**config.mk**
```make
export PLATFORM = sky130hd
export DESIGN_NAME = rr_arbiter_8
export DESIGN_NICKNAME = d
export VERILOG_FILES = /design/src/rtl/rr_arbiter_8.sv
export SDC_FILE = /design/constraint.sdc
export NUM_CORES = 1
export LEC_CHECK = 0
export ABC_AREA = 1
export BUFFER_PORTS_ARGS = -buffer_cell sky130_fd_sc_hd__buf_2
export CAP_MARGIN = 20
export CORE_MARGIN = 5
export CORE_UTILIZATION = 58
export DETAILED_ROUTE_END_ITERATION = 16
export PLACE_DENSITY = 0.9
export SYNTH_ARGS = -nofsm -noshare
export SYNTH_HDL_FRONTEND = slang
export SYNTH_SLANG_ARGS = --single-unit
```
**constraint.sdc**
```tcl
create_clock -name clk -period 2.8 [get_ports clk]
set_input_delay 0.14 -clock clk [delete_from_list [all_inputs] [get_ports clk]]
set_output_delay 0.14 -clock clk [all_outputs]
set_load 0.02 [all_outputs]
```
**src/rtl/rr_arbiter_8.sv**
```systemverilog
// rr_arbiter_8: eight-requester round-robin arbiter with bounded hold time.
// IDLE searches circularly from ptr for the first active request and grants it.
// GRANT holds the owner until it is disabled, released, drops its request, or
// runs out of hold time. RELEASE is a one-cycle gap before re-arbitration.
// The pointer advances past each owner, so no requester can be starved.
module rr_arbiter_8 #(
    parameter int unsigned MAX_HOLD = 15
) (
    input  logic       clk,
    input  logic       rst_n,
    input  logic       En,
    input  logic [7:0] req,
    input  logic       done,
    output logic [7:0] gnt,
    output logic [2:0] gnt_idx,
    output logic       gnt_valid,
    output logic       timeout
);

    typedef enum logic [1:0] {
        IDLE    = 2'd0,
        GRANT   = 2'd1,
        RELEASE = 2'd2
    } state_t;

    // Value of hold_cnt in the last cycle a grant may be held.
    localparam logic [7:0] HOLD_LAST = 8'(MAX_HOLD - 1);

    state_t     r_state;
    logic [2:0] r_ptr;
    logic [7:0] r_hold_cnt;
    logic [7:0] r_gnt;
    logic [2:0] r_gnt_idx;
    logic       r_gnt_valid;
    logic       r_timeout;

    state_t     w_state_nxt;
    logic [2:0] w_ptr_nxt;
    logic [7:0] w_hold_nxt;
    logic [7:0] w_gnt_nxt;
    logic [2:0] w_gnt_idx_nxt;
    logic       w_gnt_valid_nxt;
    logic       w_timeout_nxt;

    logic       w_found;
    logic [2:0] w_pick;
    logic       w_hold_expired;
    logic       w_exit;

    // Circular priority search: first set request at ptr, ptr+1, ..., ptr+7.
    always_comb begin
        // NOTE: every combinational output gets a default before any branch,
        // so no path leaves it unassigned and no latch is inferred.
        w_found = 1'b0;
        w_pick  = r_ptr;
        for (int k = 0; k < 8; k++) begin
            if (!w_found && req[r_ptr + 3'(k)]) begin
                w_found = 1'b1;
                w_pick  = r_ptr + 3'(k);
            end
        end
    end

    // Exit terms for the current grant; timeout only when expiry is the sole cause.
    always_comb begin
        w_hold_expired = (r_hold_cnt == HOLD_LAST);
        w_exit         = !En || done || !req[r_gnt_idx] || w_hold_expired;
    end

    // Next-state and next-output logic; registers hold unless a state changes them.
    always_comb begin
        w_state_nxt     = r_state;
        w_ptr_nxt       = r_ptr;
        w_hold_nxt      = r_hold_cnt;
        w_gnt_nxt       = r_gnt;
        w_gnt_idx_nxt   = r_gnt_idx;
        w_gnt_valid_nxt = r_gnt_valid;
        w_timeout_nxt   = 1'b0;

        unique case (r_state)
            IDLE: begin
                if (En && w_found) begin
                    w_gnt_idx_nxt   = w_pick;
                    w_gnt_nxt       = 8'h01 << w_pick;
                    w_gnt_valid_nxt = 1'b1;
                    w_hold_nxt      = 8'd0;
                    w_state_nxt     = GRANT;
                end else begin
                    w_gnt_nxt       = 8'h00;
                    w_gnt_valid_nxt = 1'b0;
                end
            end
            GRANT: begin
                if (w_exit) begin
                    w_gnt_nxt       = 8'h00;
                    w_gnt_valid_nxt = 1'b0;
                    w_ptr_nxt       = r_gnt_idx + 3'd1;
                    w_state_nxt     = RELEASE;
                    w_timeout_nxt   = En && !done && req[r_gnt_idx] && w_hold_expired;
                end else begin
                    w_hold_nxt = r_hold_cnt + 8'd1;
                end
            end
            RELEASE: begin
                w_state_nxt = IDLE;
            end
            default: begin
                w_state_nxt     = IDLE;
                w_gnt_nxt       = 8'h00;
                w_gnt_valid_nxt = 1'b0;
            end
        endcase
    end

    // State and output registers; reset clears everything asynchronously.
    always_ff @(posedge clk or negedge rst_n) begin
        if (!rst_n) begin
            r_state     <= IDLE;
            r_ptr       <= 3'd0;
            r_hold_cnt  <= 8'd0;
            r_gnt       <= 8'h00;
            r_gnt_idx   <= 3'd0;
            r_gnt_valid <= 1'b0;
            r_timeout   <= 1'b0;
        end else begin
            // NOTE: non-blocking assignments here so every register samples
            // the pre-edge values computed by the combinational logic.
            r_state     <= w_state_nxt;
            r_ptr       <= w_ptr_nxt;
            r_hold_cnt  <= w_hold_nxt;
            r_gnt       <= w_gnt_nxt;
            r_gnt_idx   <= w_gnt_idx_nxt;
            r_gnt_valid <= w_gnt_valid_nxt;
            r_timeout   <= w_timeout_nxt;
        end
    end

    assign gnt       = r_gnt;
    assign gnt_idx   = r_gnt_idx;
    assign gnt_valid = r_gnt_valid;
    assign timeout   = r_timeout;

endmodule

```
== Word-level counts from Yosys, hierarchy flattened ==
Index checks and enable logic that the tools add are counted.
Operators by class
  $add $sub $neg: 9
  magnitude comparators: 9
  eq/ne operators: 6
  shifts and indexed selects: 1
  muxes and demuxes: 47
  bitwise gates (word level): 1
  reductions and logical operators: 31
Operators by type and width (count)
  less-than comparator 3 x 4 -> 1 bit, second input constant: 9
  two-way mux 8 bit: 4
  binary-select mux 1 bit (select 3 bit): 9
  one-hot mux 8 bit (3 select lines): 1
  two-way mux 1 bit: 21
  two-way mux 3 bit: 7
  one-hot mux 8 bit (2 select lines): 1
  adder 3 bit, second input constant: 4
  logical AND 1 bit: 11
  zero test 1 bit: 10
  adder 8 x 1 -> 8 bit, second input constant: 1
  == test 8 x 4 -> 1 bit, second input constant: 1
  AND reduction 2 bit: 4
  left shift 1 x 3 -> 8 bit, first input constant: 1
  adder 3 x 1 -> 3 bit, second input constant: 2
  adder 3 x 2 -> 3 bit, second input constant: 2
  != test 2 bit, second input constant: 3
  two-way mux 2 bit: 2
  one-hot mux 2 bit (2 select lines): 1
  logical OR 1 bit: 3
  one-hot mux 1 bit (3 select lines): 1
  AND reduction 3 bit: 1
  == test 2 x 1 -> 1 bit, second input constant: 1
  == test 2 bit, second input constant: 1
  other kinds (3): 3
Storage, ports and cells
  register bits: 26
  input port bits: 12
  output and inout port bits: 13
  logic and storage cells: 111

== Depth between registers and ports, before layout ==
  depth after elaboration: 27
  mapped depth: 22
  depth with buffers taken out: 21

== Worst setup path after synthesis ==
OpenSTA, ideal clock, no wires.
  path type: register -> register
  start: reg r_ptr[1]
  end: reg r_hold_cnt[3]
  library setup time: 0.119 ns
  arrival time: 2.327 ns
  required time: 2.681 ns
  setup slack: 0.354 ns
  stages on the path, launching flop included: 21
  path buffers: 2
  clock period less this slack: 2.446 ns
  path through: dfrtp_1 -> buf_4 -> clkinv_2 -> ha_1 -> inv_2 -> nand3_1 -> nand2_1 -> nand2_1 -> nand2_2 -> nand2_2 -> nor2_4 -> nand3_2 -> nor2_4 -> nand2_2 -> nor2_4 -> nor2_4 -> inv_6 -> nand2_4 -> buf_6 -> nand4_1 -> o21ai_2
Between the ends
  cells in the longest elaborated chain, start to end: 27
  elaborated cells on any way between the ends: 48
  classes of those cells: 7 x add/sub; 1 x eq/ne; 24 x mux; 16 x reduce/logical
RTL lines
  from (decl): RTL line 30  | logic [2:0] r_ptr;
  from (signal assigned): RTL line 129  | r_ptr <= w_ptr_nxt;
  parallel branches: the longest is 23 deep, another holds adder 3 x 1 -> 3 bit
  two-way mux 1 bit *: RTL line 57  | if (!w_found && req[r_ptr + 3'(k)]) begin
  logical AND 1 bit *: RTL line 82  | if (En && w_found) begin
  != test 2 bit (no source line) *
  AND reduction 3 bit (no source line) *
  to (signal assigned): RTL line 130  | r_hold_cnt <= w_hold_nxt;
  to (decl): RTL line 31  | logic [7:0] r_hold_cnt;
Mark *: on every way between the ends. The select of a mux whose other input is x is not followed.
A chain may end at the register's enable or synchronous reset.

== Final worst setup path ==
  start: reg r_ptr[0]
  end: reg r_hold_cnt[0]
The elaborated chain is that of the path after synthesis.

==> results.md <==
* Status: finished clean
* Part of the Yosys area used for sequential elements at 32.0%
* Vias at 2138
* DR iter-0 viols at 165
* Share of layout cells above drive strength 1 at 20.2%
* Clock Skew at 11.2 ps
* Endpoint, Worst Hold: timeout$_DFF_PN0_
* Clk sinks at 26
* Worst path depth at 19
* Vias/cell at 5.60
* DRT Pass-1 Iters at 5
* Reg2reg end: r_hold_cnt[0]$_DFFE_PN0P_
* Tmin final at 2550 ps
* RSZ-0062 raised after global routing: false
* Area leader, netlist: dfrtp_1
* Most common cell in the netlist: nand2_1
* Initial antenna violation count at 0
* Slew @ Worst Pin at 571 ps
* Hold Crit Class: in -> reg
* Total power at 2.95 mW
* Synth Warn # at 0
* Main area contributors after synthesis: dfrtp_1 32%, nand2_1 19%, nand3_1 9.1%, nor2_1 5.9%, inv_1 4.6%
* Leakage power at 1.19 nW
* Max Cap Viol at 0
* Min Hold Slack at 140 ps
* Residual DRC at 0
* Final period util at 91.2%
* Diodes inserted at 0
* CP max-delay cell: dfrtp_2
* Post-Synthesis Mean Instance Area at 6.62 um^2
* CP Class: reg -> reg
* Power Density at between 1000 and 1500 nW/um^2
* GR Util All Layers at 20.6%
* First-pass GRT wire length at 8.36 mm
* DRT Wirelength at 4.82 mm
* CP Buf/Inv Count at 4
* Post-synth ARST share at between 90% and 100%
* Remaining Overflow, GRT at 0
* Per-cell routed wire length at 12.6 um
* Mapped Cells at 307
* Clk_lat worst skew at 340 ps
* Row count at 21
* Slowest stage delay, CP at 460 ps
* Footprint of the multi-input gates at ~1200 um^2
* Clock Tree Buf Depth at 2
* Worst Setup End Kind: flop
* VDD IR max at 0.777 mV
* Hold path startpoint: done
* Cell family with most CP delay: simple AND/OR/NAND/NOR gates
* Post-synth net total at 324
* Area grow syn2layout at 12.6%
* Total CTS buffers at 3
* Post-synth EDFFs at 0
* CTS tree: yes
* Hold Path Stages at 6
* GPL Wtd Cong at 0.935
* Final setup fails at 0
* Sum Neg Setup Slack at 0 ps
* Dpl hpwl at 3.69 mm
* Critical Path AT at 2820 ps
* Port Buf Inserts at 24
* Die Y-Extent at 69.2 um
* Core area at ~3400 um^2
* CP dominant cell by count: nor2_4
* Critical-path cell list: inv_2, ha_2, inv_2, nand3_1, nand2_1, nand2_1, nand2_2, nand2_2, nor2_4, nand3_2, nor2_4, nand2_2, nor2_4, nor2_4, inv_6, nand2_4, inv_2, nor2_1, a21oi_1
* Clock Pin Slew Worst Setup and Hold Paths at 140 ps
* Final Max Tran Viols at 0
* Crit start category: flop
* Slew margin rel. at about 62%
* Synthesized flop and latch total at 26
* Post-DRT Antenna Nets at 0
* Post-layout net count at 354
* Distinct cells, synth at 34
* Primary FF master, synth: dfrtp_1
* Hold Vio Cnt, Final at 0
* Reg area at around 650 um^2
* Setup slack, reg-to-reg at 250 ps
* Via count of the first global-routing pass at 1994
* Required time of the worst setup path at 3070 ps
* I/O pins at 25
* Post-synth top area share at 32.0%
* Root buffer cell: clkbuf_4
* FF-to-FF path depth at 19
* H-tree levels at 1
* Initial core utilization at 60.4%
* Worst Path Max Fanout at 12
* Top cells by count, synth: 105 x nand2_1, 37 x nand3_1, 32 x nor2_1, 26 x dfrtp_1, 25 x inv_1
* Largest net degree at the start of global routing at 27
* Peak Freq at around 400 MHz
* DIE WIDTH at 69.2 um
* Worst R2R Start: r_ptr[0]$_DFFE_PN0P_
* Fill cell count at slightly above 300
* Syn Std Cell Area at about 2000 um^2
* Die ar. at 4790 um^2
report_power, final:
part,switching [mW],internal (mW)
sequential,0.108,0.480
combinational,1.45,0.651
clock,0.121,0.145
layout make-up:
type | instances | area share [%]
inverter | 35 | 6.01
tap | 46 | 2.52
sequential | 26 | 28.5
clock buffer | 3 | 0.984
clock inverter | 1 | 1.31
multi-input combinational | 241 | 53.4
timing repair buffer | 30 | 7.33
through the flow:
| step | instance area, um^2 | worst slack [ps] | cells | util (%) |
|---|---|---|---|---|
| after CTS | 2260 | 154 | 381 | 67.2 |
| after detailed placement | 2200 | 186 | 376 | 65.3 |
| final | 2290 | 246 | 382 | 68.0 |
| after floorplan | 2030 | 354 | 307 | - |
| after global routing | 2290 | 11.8 | 382 | 68.0 |
| after global placement | 2200 | 302 | 376 | 65.3 |
metal layers:
metal / global-route usage, % / part of all wire (%) / vias up / wire length [um]
met1: 26.0 / 43 / 981 / 2060
met3: 5.22 / 8.7 / 15 / 418
met4: 6.72 / 1.9 / 0 / 92
met5: 0 / 0 / - / 0
met2: 34.3 / 47 / 102 / 2240
li1: - / - / 1040 / -
layout by cell type, fill, tap and decap left out, types with 3 or more instances in the layout:
master	n
xor2_1	6
nand2_1	105
nand4_1	3
o21bai_1	3
nor2_1	31
nor2_4	4
o21ai_0	12
buf_4	5
dfrtp_1	25
inv_2	8
clkbuf_4	3
o21ai_1	4
ha_1	4
o21ai_2	4
buf_2	24
nand3_2	3
nand3_1	37
inv_1	25
nand2_2	7
what timing repair did:
item                                    4_1_cts  5_1_grt
resized for setup                             0        5
endpoints found under the setup margin        0       17
hold buffers                                  1        0
hold endpoints to repair                     26        0
buffers inserted                              0        1
how the worst max path moves through the flow:
stage | to | from
after global placement | r_hold_cnt[0]$_DFFE_PN0P_ | r_ptr[0]$_DFFE_PN0P_
after floorplan | r_hold_cnt[3]$_DFFE_PN0P_ | r_ptr[1]$_DFFE_PN0P_
after detailed placement | gnt[3]$_DFFE_PN0P_ | r_ptr[0]$_DFFE_PN0P_
after CTS | r_hold_cnt[0]$_DFFE_PN0P_ | r_ptr[0]$_DFFE_PN0P_
after global routing | gnt[2]$_DFFE_PN0P_ | r_ptr[0]$_DFFE_PN0P_
final | r_hold_cnt[0]$_DFFE_PN0P_ | r_ptr[0]$_DFFE_PN0P_
kinds of logic (layout without fill, tap and decap cells):
family | Yosys count | after routing | synth area share, %
AO/OA/AOI/OAI | 30 | 30 | 9.11
flip-flops | 26 | 26 | 32.0
buffers and inverters | 40 | 69 | 8.87
AND/OR/NAND/NOR | 198 | 198 | 43.5
XOR/XNOR | 8 | 8 | 3.45
adder cells (fa/ha/maj) | 5 | 5 | 3.08
worst min-delay path, cell delays in order:
cell	delay [ps]
buf_2	70
nor2_1	40
nand2_1	60
nor2_1	40
inv_1	60
nor2_1	50
state kept, by name, summed over array words and instances (netlist names):
register	cells
gnt	8
gnt_idx	3
gnt_valid	1
r_hold_cnt	8
r_ptr	3
r_state	2
timeout	1
No activity file was read; power rests on OpenSTA's default activity.
